**src/rtl/toy_mem_line_master.sv**
```systemverilog
// Line-request initiator for a single-port word memory with 1-cycle read latency.
// Splits one line read/write into back-to-back word accesses and returns one response.
module toy_mem_line_master #(
  parameter int ADDR_WIDTH     = 32,
  parameter int DATA_WIDTH     = 32,
  parameter int WORDS_PER_LINE = 8
) (
  input  logic                                 clk,
  input  logic                                 rst_n,
  input  logic                                 req_vld,
  output logic                                 req_rdy,
  input  logic                                 req_wr,
  input  logic [ADDR_WIDTH-1:0]                req_addr,
  input  logic [DATA_WIDTH*WORDS_PER_LINE-1:0] req_wdata,
  output logic                                 rsp_vld,
  input  logic                                 rsp_rdy,
  output logic [DATA_WIDTH*WORDS_PER_LINE-1:0] rsp_rdata,
  output logic                                 mem_en,
  output logic                                 mem_wr_en,
  output logic [ADDR_WIDTH-1:0]                mem_addr,
  output logic [DATA_WIDTH-1:0]                mem_wr_data,
  input  logic [DATA_WIDTH-1:0]                mem_rd_data,
  output logic [2:0]                           o_dbg_state
);

  localparam int LINE_WIDTH = DATA_WIDTH * WORDS_PER_LINE;
  localparam int CNT_W      = $clog2(WORDS_PER_LINE);
  localparam logic [CNT_W-1:0]      CNT_LAST   = CNT_W'(WORDS_PER_LINE - 1);
  localparam logic [ADDR_WIDTH-1:0] ALIGN_MASK = ~ADDR_WIDTH'(WORDS_PER_LINE - 1);

  typedef enum logic [2:0] {
    S_IDLE  = 3'd0,
    S_RD    = 3'd1,
    S_DRAIN = 3'd2,
    S_WR    = 3'd3,
    S_RSP   = 3'd4
  } state_t;

  // Handshakes: a request transfers on a rising edge where req_vld && req_rdy;
  // a response transfers on a rising edge where rsp_vld && rsp_rdy. Once raised,
  // rsp_vld and rsp_rdata hold until that transfer edge.
  state_t                  r_state, w_state_nxt;
  logic [CNT_W-1:0]        r_cnt, w_cnt_nxt;
  logic [ADDR_WIDTH-1:0]   r_base, w_base_nxt;
  logic [LINE_WIDTH-1:0]   r_wdata, w_wdata_nxt;
  logic [LINE_WIDTH-1:0]   r_rdata, w_rdata_nxt;
  logic                    r_cap_vld, w_cap_vld_nxt;
  logic [CNT_W-1:0]        r_cap_idx, w_cap_idx_nxt;
  logic                    r_req_rdy, w_req_rdy_nxt;
  logic                    r_rsp_vld, w_rsp_vld_nxt;
  logic                    r_mem_en, w_mem_en_nxt;
  logic                    r_mem_wr_en, w_mem_wr_en_nxt;
  logic [ADDR_WIDTH-1:0]   r_mem_addr, w_mem_addr_nxt;
  logic [DATA_WIDTH-1:0]   r_mem_wr_data, w_mem_wr_data_nxt;
  logic [CNT_W-1:0]        w_cnt_inc;
  logic                    w_last;

  assign w_cnt_inc = r_cnt + 1'b1;
  assign w_last    = (r_cnt == CNT_LAST);

  always_comb begin
    w_state_nxt       = r_state;
    w_cnt_nxt         = r_cnt;
    w_base_nxt        = r_base;
    w_wdata_nxt       = r_wdata;
    w_rdata_nxt       = r_rdata;
    w_req_rdy_nxt     = 1'b0;
    w_rsp_vld_nxt     = 1'b0;
    w_mem_en_nxt      = 1'b0;
    w_mem_wr_en_nxt   = 1'b0;
    w_mem_addr_nxt    = '0;
    w_mem_wr_data_nxt = '0;
    // A read issued this cycle returns data next cycle; remember which slot it fills.
    w_cap_vld_nxt     = r_mem_en & ~r_mem_wr_en;
    w_cap_idx_nxt     = r_cnt;

    if (r_cap_vld) begin
      w_rdata_nxt[int'(r_cap_idx)*DATA_WIDTH +: DATA_WIDTH] = mem_rd_data;
    end

    case (r_state)
      S_IDLE: begin
        w_req_rdy_nxt = 1'b1;
        if (req_vld && r_req_rdy) begin
          w_req_rdy_nxt     = 1'b0;
          w_base_nxt        = req_addr & ALIGN_MASK;
          w_wdata_nxt       = req_wdata;
          w_rdata_nxt       = '0;
          w_cnt_nxt         = '0;
          w_mem_en_nxt      = 1'b1;
          w_mem_wr_en_nxt   = req_wr;
          w_mem_addr_nxt    = req_addr & ALIGN_MASK;
          w_mem_wr_data_nxt = req_wr ? req_wdata[DATA_WIDTH-1:0] : '0;
          w_state_nxt       = req_wr ? S_WR : S_RD;
        end
      end
      S_RD: begin
        if (w_last) begin
          w_state_nxt = S_DRAIN;
        end else begin
          w_mem_en_nxt   = 1'b1;
          w_mem_addr_nxt = r_base + ADDR_WIDTH'(w_cnt_inc);
          w_cnt_nxt      = w_cnt_inc;
        end
      end
      S_DRAIN: begin
        w_cnt_nxt     = '0;
        w_rsp_vld_nxt = 1'b1;
        w_state_nxt   = S_RSP;
      end
      S_WR: begin
        if (w_last) begin
          w_cnt_nxt     = '0;
          w_rsp_vld_nxt = 1'b1;
          w_state_nxt   = S_RSP;
        end else begin
          w_mem_en_nxt      = 1'b1;
          w_mem_wr_en_nxt   = 1'b1;
          w_mem_addr_nxt    = r_base + ADDR_WIDTH'(w_cnt_inc);
          w_mem_wr_data_nxt = r_wdata[int'(w_cnt_inc)*DATA_WIDTH +: DATA_WIDTH];
          w_cnt_nxt         = w_cnt_inc;
        end
      end
      S_RSP: begin
        if (rsp_rdy) begin
          w_req_rdy_nxt = 1'b1;
          w_state_nxt   = S_IDLE;
        end else begin
          w_rsp_vld_nxt = 1'b1;
        end
      end
      default: begin
        w_state_nxt = S_IDLE;
      end
    endcase
  end

  always_ff @(posedge clk) begin
    if (!rst_n) begin
      r_state       <= S_IDLE;
      r_cnt         <= '0;
      r_base        <= '0;
      r_wdata       <= '0;
      r_rdata       <= '0;
      r_cap_vld     <= 1'b0;
      r_cap_idx     <= '0;
      r_req_rdy     <= 1'b0;
      r_rsp_vld     <= 1'b0;
      r_mem_en      <= 1'b0;
      r_mem_wr_en   <= 1'b0;
      r_mem_addr    <= '0;
      r_mem_wr_data <= '0;
    end else begin
      r_state       <= w_state_nxt;
      r_cnt         <= w_cnt_nxt;
      r_base        <= w_base_nxt;
      r_wdata       <= w_wdata_nxt;
      r_rdata       <= w_rdata_nxt;
      r_cap_vld     <= w_cap_vld_nxt;
      r_cap_idx     <= w_cap_idx_nxt;
      r_req_rdy     <= w_req_rdy_nxt;
      r_rsp_vld     <= w_rsp_vld_nxt;
      r_mem_en      <= w_mem_en_nxt;
      r_mem_wr_en   <= w_mem_wr_en_nxt;
      r_mem_addr    <= w_mem_addr_nxt;
      r_mem_wr_data <= w_mem_wr_data_nxt;
    end
  end

  assign req_rdy     = r_req_rdy;
  assign rsp_vld     = r_rsp_vld;
  assign rsp_rdata   = r_rdata;
  assign mem_en      = r_mem_en;
  assign mem_wr_en   = r_mem_wr_en;
  assign mem_addr    = r_mem_addr;
  assign mem_wr_data = r_mem_wr_data;
  assign o_dbg_state = r_state;

endmodule
```
**config.mk**
```make
export PLATFORM = sky130hd
export DESIGN_NAME = toy_mem_line_master
export DESIGN_NICKNAME = d
export VERILOG_FILES = /design/src/rtl/toy_mem_line_master.sv
export SDC_FILE = /design/constraint.sdc
export NUM_CORES = 1
export LEC_CHECK = 0
export BUFFER_PORTS_ARGS = -buffer_cell sky130_fd_sc_hd__buf_2
export CAP_MARGIN = 20
export CORE_MARGIN = 1.5
export CORE_UTILIZATION = 30
export CTS_BUF_LIST = sky130_fd_sc_hd__clkbuf_8
export CTS_CLUSTER_DIAMETER = 60
export DETAILED_ROUTE_END_ITERATION = 10
export GPL_ROUTABILITY_DRIVEN = 0
export SETUP_SLACK_MARGIN = 0.5
export SLEW_MARGIN = 20
export SYNTH_ARGS = -nofsm -noshare
export SYNTH_HDL_FRONTEND = slang
export SYNTH_SLANG_ARGS = --single-unit
```
**constraint.sdc**
```tcl
create_clock -name clk -period 3.6 [get_ports clk]
set_clock_uncertainty 0.05 [all_clocks]
set_input_delay 0.54 -clock clk [delete_from_list [all_inputs] [get_ports clk]]
set_output_delay 0.54 -clock clk [all_outputs]
set_load 0.01 [all_outputs]
```
# After elaboration in Yosys (flattened, before gate mapping)
# Cells that the tools add are included.
# classes
add_sub_neg	3
eq_ne	10
n_shift	3
mux	32
n_bitwise	2
reduce_logical	7
# ops
cell	count
2-to-1 mux 256 bit	3
bitwise mux 256 bit	1
variable shift 32 x 33 -> 256 bit, first input constant	1
variable part select 256 x 9 -> 32 bit	1
variable part select 32 x 33 -> 256 bit	1
2-to-1 mux 32 bit	5
one-hot mux 32 bit (2 select lines)	2
negation 8 -> 33 bit	1
adder 32 x 3 -> 32 bit	1
2-to-1 mux 3 bit	7
one-hot mux 3 bit (5 select lines)	1
one-hot mux 3 bit (4 select lines)	1
inequality test 2 bit, second input constant	5
2-to-1 mux 1 bit	7
== test 3 x 2 -> 1 bit, second input constant	2
== test 3 bit, second input constant	2
one-hot mux 1 bit (2 select lines)	3
AND reduction 4 bit	1
nonzero test 4 bit	1
adder 3 x 1 -> 3 bit, second input constant	1
== test 3 x 1 -> 1 bit, second input constant	1
logical NOT 3 bit	1
one-hot mux 1 bit (3 select lines)	1
AND reduction 3 bit	1
6 further kinds	6
# word_totals
register_bits	619
wordCells	70

# Longest topological paths before layout
# Gate-level depths: netlist of run 1.
# logic_depth
depth_word	6
mapped_depth	11
depth_no_buf	7

# Worst setup path before layout of run 1
# Ideal clock, no wire load.
# synth_timing
kind	reg-to-reg
start	register r_cap_idx[0]
end	register r_rdata[195], in the netlist rsp_rdata[195]
t_arrival_ps	2450
required_time_ps	3418
setup_slack_ps	968
path_stages_with_launch	12
n_path_buf	4
cell_sequence	dfxtp_1 > buf_2 > clkbuf_1 > inv_1 > ha_1 > ha_1 > nand2b_1 > or4_1 > clkbuf_1 > buf_2 > nand2_1 > a21oi_1
# synth_between
elab_chain_len	6
# synth_rtl
item	line_no	text
from (decl)	48	logic [CNT_W-1:0] r_cap_idx, w_cap_idx_nxt;
from (signal assigned)	160	r_cap_idx <= w_cap_idx_nxt;
negation 8 -> 33 bit *	78	w_rdata_nxt[int'(r_cap_idx)*DATA_WIDTH +: DATA_WIDTH] = mem_rd_data;
variable part select 32 x 33 -> 256 bit or variable shift 32 x 33 -> 256 bit (tied branches)	78	
bitwise mux 256 bit *	78	
2-to-1 mux 256 bit *	77	if (r_cap_vld) begin
2-to-1 mux 256 bit	84	if (req_vld && r_req_rdy) begin
2-to-1 mux 256 bit *	81	case (r_state)
to (signal assigned)	158	r_rdata <= w_rdata_nxt;
to (decl)	46	logic [LINE_WIDTH-1:0] r_rdata, w_rdata_nxt;
# Every way passes the cells marked *; elsewhere a longest branch is shown, timed or not.
# A chain may end at the register's enable or synchronous reset.

# Worst setup path after layout of run 1
# layout_timing
start	register r_cap_idx[0]
end	register r_rdata[24], in the netlist rsp_rdata[24]
# The elaborated chain is that of the path after synthesis.

==> results of run 1 <==
==> logic make-up after synthesis <==
kind of cell,Yosys count
and+or+nand+nor,1170
muxes,129
AOI/OAI and AO/OA,675
buffers and inverters,273
DFF,619
adders and majority gates,5
==> report_power, final <==
group	switching, W	internal [W]	leakage (nW)
Sequential	0.000132	0.00709	5.01
Clock	0.00309	0.00376	1.33
Combinational	0.00109	0.000709	6.41
==> metal layers <==
| layer | routed length (um) | vias up | global-route usage, % |
|---|---|---|---|
| li1 | - | 11153 | - |
| met1 | 34200 | 10881 | 23.7 |
| met2 | 42200 | 958 | 35.6 |
| met3 | 7650 | 253 | 6.65 |
| met4 | 5400 | 10 | 12.8 |
| met5 | 64 | - | 0 |
==> tightest hold or removal path: cells and delay by family <==
kind	cells	cell delay (ns)
AO/OA/AOI/OAI	1	0.05
AND/OR/NAND/NOR	1	0.06
buffers and inverters	1	0.12
==> cells in the final DEF (no fill, tap or decap), types with 2 or more instances in the layout <==
master         synthesis  routed
a21oi_1              571     571
a22oi_1               64      64
a32o_1                32      32
and2_1                 3       3
and3_1                 2       2
buf_12                 0      11
buf_2                103     648
buf_4                  1      31
bufinv_16              0       4
clkbuf_8               0     138
clkinv_16              0       2
clkinv_2               0       6
clkinvlp_4             0       3
dfxtp_1              619     617
dfxtp_4                0       2
diode_2                0      10
dlygate4sd3_1          0     252
ha_1                   5       5
inv_1                  8      45
inv_12                 0       3
mux2i_1              129     129
nand2_1             1024    1023
nand2b_1               5       4
nand3_1               97      97
nand3b_1               2       2
nor2_1                15      10
nor2_2                 1       4
nor2_4                 1       3
nor2b_2                0       2
nor4_4                 1       4
or2_2                  3       3
or4_1                  3       3
==> through the flow <==
step	power, W	setup WS [ns]	cell area [um^2]	utilization (%)
3_3_place_gp	0.00891	0.757	27300	35.4
3_5_place_dp	0.00893	0.728	27300	35.4
5_1_grt	0.0165	0.586	32200	41.7
4_1_cts	0.0160	0.653	32200	41.6
6_report	0.0159	0.727	32200	41.7
2_1_floorplan	0.00829	0.968	23300	-
==> registers in the layout, summed over array words and instances, names as in the netlist <==
signal       cells
rsp_rdata      256
r_wdata        256
rsp_vld          1
mem_addr        32
r_cap_vld        1
mem_wr_en        1
mem_en           1
o_dbg_state      3
r_base          29
req_rdy          1
r_cap_idx        3
r_cnt            3
mem_wr_data     32
==> cell type report <==
| cell class | instances | area [um^2] |
|---|---|---|
| flip-flops and latches | 619 | 12400 |
| multi-input cells | 1979 | 9850 |
| clock inverters | 57 | 440 |
| clock buffers | 138 | 1900 |
| fillers | 7828 | 45000 |
| repair buffers | 944 | 6270 |
| diodes | 10 | 25.0 |
| inverters | 9 | 41.3 |
| well taps | 1040 | 1300 |
==> path summary, 6_finish.rpt <==
path,slack (ns),to,startpoint
worst max-delay path,0.73,rsp_rdata[24],r_cap_idx[0]
worst min-delay path,0.07,r_wdata[71],req_wdata[71]
worst max register to register,0.73,rsp_rdata[24],r_cap_idx[0]
worst min register to register,0.39,mem_addr[22],r_base[22]
==> repair_timing <==
item / 4_1_cts / 5_1_grt
endpoints found under the hold margin: 284 / 1
setup endpoints to repair: 0 / 25
gates resized for setup: 0 / 1
hold buffers: 251 / 1
==> PnR_summary.wiki, run 1 <==
{| class="wikitable"
! Metric !! Value
|-
| Type of the worst setup path || reg -> reg
|-
| Drt first-iter violations || ~1400
|-
| Run status || finished clean
|-
| Simple logic cell fraction of the synthesized area || roughly a fifth
|-
| Post-route minimum period || 2.87 ns
|-
| Async set-reset flop share out of synthesis || 0%
|-
| Setup_tns || 0 ns
|-
| Endpoints failing setup || 0
|-
| TritonCTS sink count || between 600 and 700
|-
| Depth of the most critical reg-to-reg path || 8
|-
| CP required || roughly 4.1 ns
|-
| Clock transition at the registers of the reported paths || around 0.06 ns
|-
| Area Growth Syn to Fin || 38.1%
|-
| Initial cell density of the core || a little under a third
|-
| Crit path largest cell delay || 0.73 ns
|-
| Layout cells sized above 1 || between 20% and 30%
|-
| Via count of the first global-routing pass || around 22000
|-
| Kind of cell with the highest combined delay on the critical path || simple AND/OR/NAND/NOR gates
|-
| Antenna violations before repair || 16
|-
| Part of the cycle the worst path needs || approximately four fifths
|-
| Crit-path cells || inv_1 -> ha_1 -> ha_1 -> nor2_1 -> nand4_1 -> buf_12 -> nand2_1 -> a21oi_1
|-
| Count of H-tree levels built during CTS || 3
|-
| # placed instances || roughly 4300
|-
| Main area contributors after synthesis || dfxtp_1, nand2_1, a21oi_1, mux2i_1, clkbuf_1
|-
| Multiplexer fraction of the synthesized cell area || under 10%
|-
| Root Buffer || clkbuf_8
|-
| Min Hold Slack || 0.0685 ns
|-
| Floorplan die area || ~0.079 mm^2
|-
| Distinct cell type count of the synthesized netlist || 42
|-
| Arr. time, crit path || 3.40 ns
|-
| Fin nets || ~4000
|-
| Most frequently used flop master after synthesis || dfxtp_1
|-
| Post-route insts no fill || approximately 4800
|-
| Max Fanout on Critical Path || 19
|-
| Mean cell area of the mapped netlist || approximately 8.1 um^2
|-
| Warnings from Yosys || 0
|-
| Max-capacitance violation count || 0
|-
| DR vias/cell || a little under 5
|-
| Final Hold Vio Count || 0
|-
| Total routed wirelength || approximately 90 mm
|-
| Area leader, netlist || dfxtp_1
|-
| Share of synthesized area occupied by flip-flops and latches || ~53%
|-
| Horizontal extent of the die || 282 um
|-
| Adder-Cell Fraction of Synth Area || less than 1%
|-
| Overflow left after global routing || 0
|-
| Combinational family with the most area after synthesis || simple AND/OR/NAND/NOR gates
|-
| Nature of the critical path endpoint || flip-flop
|-
| Setup fix buffers added after clock tree synthesis || 0
|-
| Synthesis-stage register bit count || between 600 and 700
|-
| Critical Path Slowest Stage Cell || nand4_1
|-
| Quantity of I/O buffers inserted on ports || ~650
|-
| Net count of the mapped netlist || 3201
|-
| Pins over their slew limit || 0
|-
| Proportion of netlist area held by the largest area contributor || a little over half
|-
| Static leakage power || about 13 nW
|-
| Stages on worst setup path || 8
|-
| Ratio of total power to cell area || approximately 500 mW/mm^2
|-
| Category of the worst setup path launch point || flip-flop
|-
| Synth Area in XOR/XNOR || 0%
|-
| All-Layer GR Usage || about a fifth
|-
| Pin count of the biggest net entering global routing || ~230
|-
| Die extent in y || approximately 280 um
|-
| I/O pin count || between 600 and 700
|-
| Number of synthesized flops with an enable pin || 0
|-
| Top-count cell post-synth || nand2_1
|-
| Drt first pass iters || 6
|-
| Actual slew at the worst max-slew pin || ~1.1 ns
|-
| Site row count || 102
|-
| Vias || about 23000
|-
| Number of buffers added by the clock tree synthesis step || about 110
|-
| Wire length per cell || 18.7 um
|-
| Final routed DRC violation total || 0
|-
| Fraction of the mapped netlist area in compound gates || between 10% and 20%
|-
| CP dominant cell by count || ha_1
|-
| Fmax || approximately 0.35 GHz
|-
| Synthesized area || between 0.02 and 0.025 mm^2
|-
| Clk_lat worst skew || 0.71 ns
|-
| Half-perimeter wire length after detailed placement || about 59 mm
|-
| Normalized max-slew margin || a little under 30%
|-
| First-pass GRT wire length || around 130 mm
|-
| Maximum root-to-sink buffer count || 3
|-
| Worst ir drop on vdd || between 0.3 and 0.4 mV
|-
| List of most frequent post-synthesis cells || nand2_1, dfxtp_1, a21oi_1
|-
| Worst hold path type || in -> reg
|-
| Post-Syn Instances || 2871
|-
| Core outline area || about 0.077 mm^2
|-
| Critical path buffer and inverter count || 2
|-
| Antenna Violating Nets Remaining || 0
|-
| RSZ-0062 raised after global routing || no
|-
| TritonCTS clock tree || yes
|-
| Number of cells traversed by the worst hold path || 3
|}
No activity file was read; power rests on OpenSTA's default activity.
==> run 2, diff against run 1 <==
==> constraint.sdc (replaced) <==
create_clock -name clk -period 2.7 [get_ports clk]
set_clock_uncertainty 0.05 [all_clocks]
set_input_delay 0.405 -clock clk [delete_from_list [all_inputs] [get_ports clk]]
set_output_delay 0.405 -clock clk [all_outputs]
set_load 0.01 [all_outputs]
==> PnR_summary.wiki, run 2 (same netlist as run 1, synthesis figures left out) <==
{| class="wikitable"
! Metric !! Value
|-
| Filler Cells Inserted || 7678 (-1.9%)
|-
| CP dominant cell by count || ha_4
|-
| Post-route cell area || 0.0331 mm^2 (+2.7%)
|-
| Actual slew at the worst max-slew pin || 1.01 ns (-0.0548 ns)
|-
| TritonCTS sink count || 619 (unchanged)
|-
| Endpoints failing setup || 0 (unchanged)
|-
| Quantity of I/O buffers inserted on ports || 648 (unchanged)
|-
| Final routed DRC violation total || 0 (unchanged)
|-
| Crit path largest cell delay || 0.57 ns (-0.16 ns)
|-
| Most frequent standard cell in the layout excluding fill and tap cells || nand2_1
|-
| Wire length per cell || 18.5 um (-0.72%)
|-
| I/O pin count || 652 (unchanged)
|-
| Via count of the first global-routing pass || 22390 (+1.1%)
|-
| Site row count || 102 (unchanged)
|-
| Horizontal extent of the die || 282 um (unchanged)
|-
| First-pass GRT wire length || 133 mm (+1.4%)
|-
| Nature of the critical path endpoint || flip-flop
|-
| Crit-path cells || inv_1 -> ha_4 -> ha_4 -> nand2b_4 -> or4_1 -> buf_12 -> nand2_1 -> a21oi_1
|-
| Total routed wirelength || 90.4 mm (+1.0%)
|-
| Overflow left after global routing || 0 (unchanged)
|-
| Setup_tns || 0 ns (unchanged)
|-
| Post-route minimum period || 2.13 ns (-0.738 ns)
|-
| Arr. time, crit path || 2.66 ns (-0.74 ns)
|-
| Vias || 23443 (+0.81%)
|-
| Normalized max-slew margin || 32.8% (+3.7 points)
|-
| Layout cells sized above 1 || 23.4% (about the same)
|-
| Static leakage power || 13.1 nW (+2.8%)
|-
| Fin nets || 4081 (+2.3%)
|-
| Count of H-tree levels built during CTS || 3 (unchanged)
|-
| Core outline area || 0.0772 mm^2 (unchanged)
|-
| Area Growth Syn to Fin || 41.7%
|-
| Root Buffer || clkbuf_8
|-
| Depth of the most critical reg-to-reg path || 8 (unchanged)
|-
| DR vias/cell || 4.80 (-0.93%)
|-
| Max Fanout on Critical Path || 32 (+13)
|-
| RSZ-0062 raised after global routing || no
|-
| Fmax || 0.469 GHz (+35%)
|-
| Most frequent cells in the layout || nand2_1, buf_2, dfxtp_1, a21oi_1, dlygate4sd3_1
|-
| All-Layer GR Usage || 21.6% (+0.29 points)
|-
| Drt first-iter violations || 1578 (+14%)
|-
| TritonCTS clock tree || yes
|-
| Pins over their slew limit || 0 (unchanged)
|-
| Maximum root-to-sink buffer count || 3 (unchanged)
|-
| Type of the worst setup path || reg -> reg
|-
| CP required || 3.23 ns (-0.89 ns)
|-
| Worst hold path type || in -> reg
|-
| Category of the worst setup path launch point || flip-flop
|-
| Clk_lat worst skew || 0.74 ns (+0.03 ns)
|-
| Drt first pass iters || 5 (-1)
|-
| Pin count of the biggest net entering global routing || 92 (-60%)
|-
| Number of cells traversed by the worst hold path || 3 (unchanged)
|-
| Floorplan die area || 0.0795 mm^2 (unchanged)
|-
| Run status || finished clean
|-
| Antenna violations before repair || 19 (+3)
|-
| Half-perimeter wire length after detailed placement || 60.5 mm (+3.1%)
|-
| Clock transition at the registers of the reported paths || 0.06 ns (about the same)
|-
| Worst ir drop on vdd || 0.472 mV (+36%)
|-
| Antenna Violating Nets Remaining || 0 (unchanged)
|-
| Die extent in y || 282 um (unchanged)
|-
| Number of buffers added by the clock tree synthesis step || 107 (+0.94%)
|-
| Part of the cycle the worst path needs || 79.0% (-0.75 points)
|-
| Ratio of total power to cell area || 626 mW/mm^2 (+27%)
|-
| Initial cell density of the core || 30.2% (unchanged)
|-
| Final Hold Vio Count || 0 (unchanged)
|-
| Max-capacitance violation count || 0 (unchanged)
|-
| Placed Instance Area || 0.0276 mm^2 (+1.2%)
|-
| Critical Path Slowest Stage Cell || or4_1
|}
-- run 2: per-stage QoR --
stage / setup slack, ns / power (W) / std cells / hold WS, ns / utilization [%]
after floorplan: 0.484 / 0.0111 / 2871 / 0.383 / -
after global placement: 0.435 / 0.0120 / 4362 / 0.386 / 35.8
after detailed placement: 0.374 / 0.0120 / 4362 / 0.393 / 35.8
after CTS: 0.501 / 0.0209 / 4864 / 0.0565 / 42.7
after global routing: 0.488 / 0.0216 / 4877 / 0.0929 / 42.8
final: 0.566 / 0.0207 / 4880 / 0.121 / 42.8
-- run 2: repair_timing --
| item | CTS | global route |
|---|---|---|
| gates cloned | 0 | 0 |
| pin swaps | 0 | 2 |
| gates resized for setup | 8 | 19 |
| endpoints found under the setup margin | 139 | 163 |
| hold endpoints to repair | 588 | 0 |
| hold buffers | 319 | 0 |
| setup buffers | 0 | 1 |
-- run 2: layer usage --
layer  vias up  share of wire (%)  global-route usage [%]
li1      11335                  -                       -
met1     10978                 39                    24.7
met2       888                 48                    37.1
met3       230                7.6                    5.49
met4        12                4.8                    11.2
met5         -              0.085                       0
-- run 2: worst paths after layout --
check	start	to	slack, ns
max	r_cap_idx[1]	rsp_rdata[156]	0.57
min	req_wdata[229]	r_wdata[229]	0.12
max reg2reg	r_cap_idx[1]	rsp_rdata[156]	0.57
min reg2reg	r_base[28]	mem_addr[28]	0.38
-- run 2: area by class of cell --
class	count	area (um^2)	share of cell area [%]
sequential	619	12400	37.5
multi-input combinational	1979	9940	30.0
timing repair buffer	1035	7250	21.9
clock buffer	124	1710	5.16
tap	1040	1300	3.93
clock inverter	59	408	1.23
inverter	9	43.8	0.132
antenna	15	37.5	0.113
-- run 2: power breakdown --
group | switching, W | internal (W)
clock | 0.00403 | 0.00450
sequential | 0.000179 | 0.00946
combinational | 0.00148 | 0.00105
total | 0.00569 | 0.0150
-- run 2: worst max-delay path: cells and delay by family (launching register included) --
family	cells	cell delay, ns
simple gates	3	0.85
flops	1	0.35
fa+ha+maj	2	0.33
buf+inv	2	0.29
compound gates	1	0.07
==> run 3, diff against run 2 <==
==> constraint.sdc (replaced) <==
create_clock -name clk -period 1.76 [get_ports clk]
set_clock_uncertainty 0.05 [all_clocks]
set_input_delay 0.264 -clock clk [delete_from_list [all_inputs] [get_ports clk]]
set_output_delay 0.264 -clock clk [all_outputs]
set_load 0.01 [all_outputs]
==> PnR_summary.wiki, run 3 (same netlist as run 1, synthesis figures left out) <==
{| class="wikitable"
! Metric !! Value
|-
| Layout cells sized above 1 || 31.1% (+7.7 points)
|-
| Endpoints failing setup || 289 (+289)
|-
| Overflow left after global routing || 0 (unchanged)
|-
| Type of the worst setup path || reg -> reg
|-
| Pin count of the biggest net entering global routing || 92 (unchanged)
|-
| Via count of the first global-routing pass || 23470 (+4.8%)
|-
| CP required || 2.27 ns (-0.96 ns)
|-
| Actual slew at the worst max-slew pin || 0.517 ns (-0.491 ns)
|-
| Most frequent standard cell in the layout excluding fill and tap cells || nand2_1
|-
| Quantity of I/O buffers inserted on ports || 648 (unchanged)
|-
| Post-route minimum period || 2.00 ns (-0.136 ns)
|-
| TritonCTS clock tree || yes
|-
| Ratio of total power to cell area || 898 mW/mm^2 (+44%)
|-
| Violated checks || hold timing, setup timing
|-
| Clock transition at the registers of the reported paths || 0.06 ns (about the same)
|-
| Sum of internal, switching and leakage power || 0.0324 W (+56%)
|-
| Die extent in y || 282 um (unchanged)
|-
| Run status || finished, violations left
|-
| Drt first-iter violations || 1566 (-0.76%)
|-
| Maximum root-to-sink buffer count || 3 (unchanged)
|-
| RSZ-0062 raised after global routing || yes
|-
| Antenna Violating Nets Remaining || 0 (unchanged)
|-
| Max Fanout on Critical Path || 16 (-50%)
|-
| Fin nets || 4241 (+3.9%)
|-
| Category of the worst setup path launch point || flip-flop
|-
| Part of the cycle the worst path needs || 114% (+34 points)
|-
| Nature of the critical path endpoint || flip-flop
|-
| Half-perimeter wire length after detailed placement || 64.1 mm (+6.1%)
|-
| Area Growth Syn to Fin || 54.4%
|-
| Core outline area || 0.0772 mm^2 (unchanged)
|-
| Wire length per cell || 20.2 um (+9.0%)
|-
| Pins over their slew limit || 0 (unchanged)
|-
| Final routed DRC violation total || 0 (unchanged)
|-
| Static leakage power || 14.5 nW (+10%)
|-
| Clk_lat worst skew || 0.71 ns (-0.03 ns)
|-
| TritonCTS sink count || 619 (unchanged)
|-
| Worst hold path type || in -> reg
|-
| DR vias/cell || 4.91 (+2.2%)
|-
| All-Layer GR Usage || 23.1% (+1.5 points)
|-
| R2R Setup Slk || -0.24 ns (-0.80 ns)
|-
| First-pass GRT wire length || 141 mm (+6.0%)
|-
| Worst setup slack after layout || -0.238 ns (-0.804 ns)
|-
| Max-capacitance violation count || 0 (unchanged)
|-
| Arr. time, crit path || 2.51 ns (-0.15 ns)
|-
| # placed instances || 4457 (+2.2%)
|-
| Normalized max-slew margin || 65.5% (+33 points)
|-
| Final Hold Vio Count || 1 (+1)
|-
| Drt first pass iters || 7 (+2)
|-
| Site row count || 102 (unchanged)
|-
| Root Buffer || clkbuf_8
|-
| Vias || 24722 (+5.5%)
|-
| Setup_tns || -41.46 ns (-41.46 ns)
|-
| Antenna violations before repair || 11 (-8)
|-
| Horizontal extent of the die || 282 um (unchanged)
|-
| Floorplan die area || 0.0795 mm^2 (unchanged)
|-
| Min Hold Slack || -0.0324 ns (-0.154 ns)
|-
| Fmax || 0.500 GHz (+6.8%)
|-
| Total routed wirelength || 102 mm (+12%)
|-
| Cts-stage hold buffer count || 320 (+0.31%)
|-
| Most frequent cells in the layout || nand2_1, buf_2, dfxtp_1, a21oi_1, dlygate4sd3_1
|-
| Worst ir drop on vdd || 0.651 mV (+38%)
|-
| Initial cell density of the core || 30.2% (unchanged)
|-
| Count of H-tree levels built during CTS || 3 (unchanged)
|-
| I/O pin count || 652 (unchanged)
|-
| Post-route insts no fill || 5033 (+3.1%)
|-
| Number of buffers added by the clock tree synthesis step || 105 (-1.9%)
|}
## run 3: cell types whose count changed in the layout (fill, tap and decap cells not counted), sizes merged
cell	before	now
dlygate4sd3	319	320
clkinv	7	13
bufbuf	0	1
buf	716	859
bufinv	3	1
clkinvlp	0	1
inv	58	48
diode	15	7
or2	3	6
clkbuf	124	142
## run 3: final cells by class
cell class / count / area [um^2]
Multi-Input combinational cell: 1982 / 10800
Timing Repair Buffer: 1194 / 9420
Antenna cell: 7 / 17.5
Clock inverter: 54 / 309
Inverter: 9 / 43.8
Fill cell: 7365 / 41200
Tap cell: 1040 / 1300
Sequential cell: 619 / 12400
Clock buffer: 128 / 1760
## run 3: where the power goes
part / internal (W) / total (W) / switching [W]
clock: 0.00673 / 0.0128 / 0.00611
sequential: 0.0145 / 0.0148 / 0.000282
combinational: 0.00212 / 0.00473 / 0.00261
total: 0.0234 / 0.0324 / 0.00900
## run 3: worst paths after layout
path	start	endpoint	cells past startpoint
setup / recovery	r_cap_idx[0]	rsp_rdata[90]	8
hold / removal	req_vld	req_rdy	4
setup reg to reg	r_cap_idx[0]	rsp_rdata[90]	8
hold reg to reg	mem_wr_en	r_cap_vld	1
## run 3: per-layer routing
metal  part of all wire, %  track usage, %  up-vias
met1                    37            25.8    11656
met2                    50            40.6     1075
met3                   8.0            6.23      299
met4                   5.6            10.8       12
met5                 0.076               0        -
li1                      -               -    11680
## run 3: timing repair
item                       4_1_cts  5_1_grt
pin swaps                       59       53
setup endpoints to repair      941      941
gates resized for setup        108      130
cloned                          15       17
hold endpoints to repair       614        2
setup buffers                   25       10
## run 3: through the flow
step	setup WS, ns	cell area [um^2]	utilization (%)
after floorplan	-0.456	24100	-
after global placement	-0.207	28900	37.4
after detailed placement	-0.229	28900	37.4
after CTS	-0.221	35100	45.4
after global routing	-0.297	36000	46.7
final	-0.238	36000	46.7
## run 3: worst max-delay path, stage by stage, from the launching register on
cell	delay, ns
dfxtp_4	0.36
inv_4	0.04
ha_4	0.16
ha_4	0.15
nand2b_4	0.15
or4_4	0.63
buf_12	0.20
nand2_1	0.08
a21oi_1	0.05
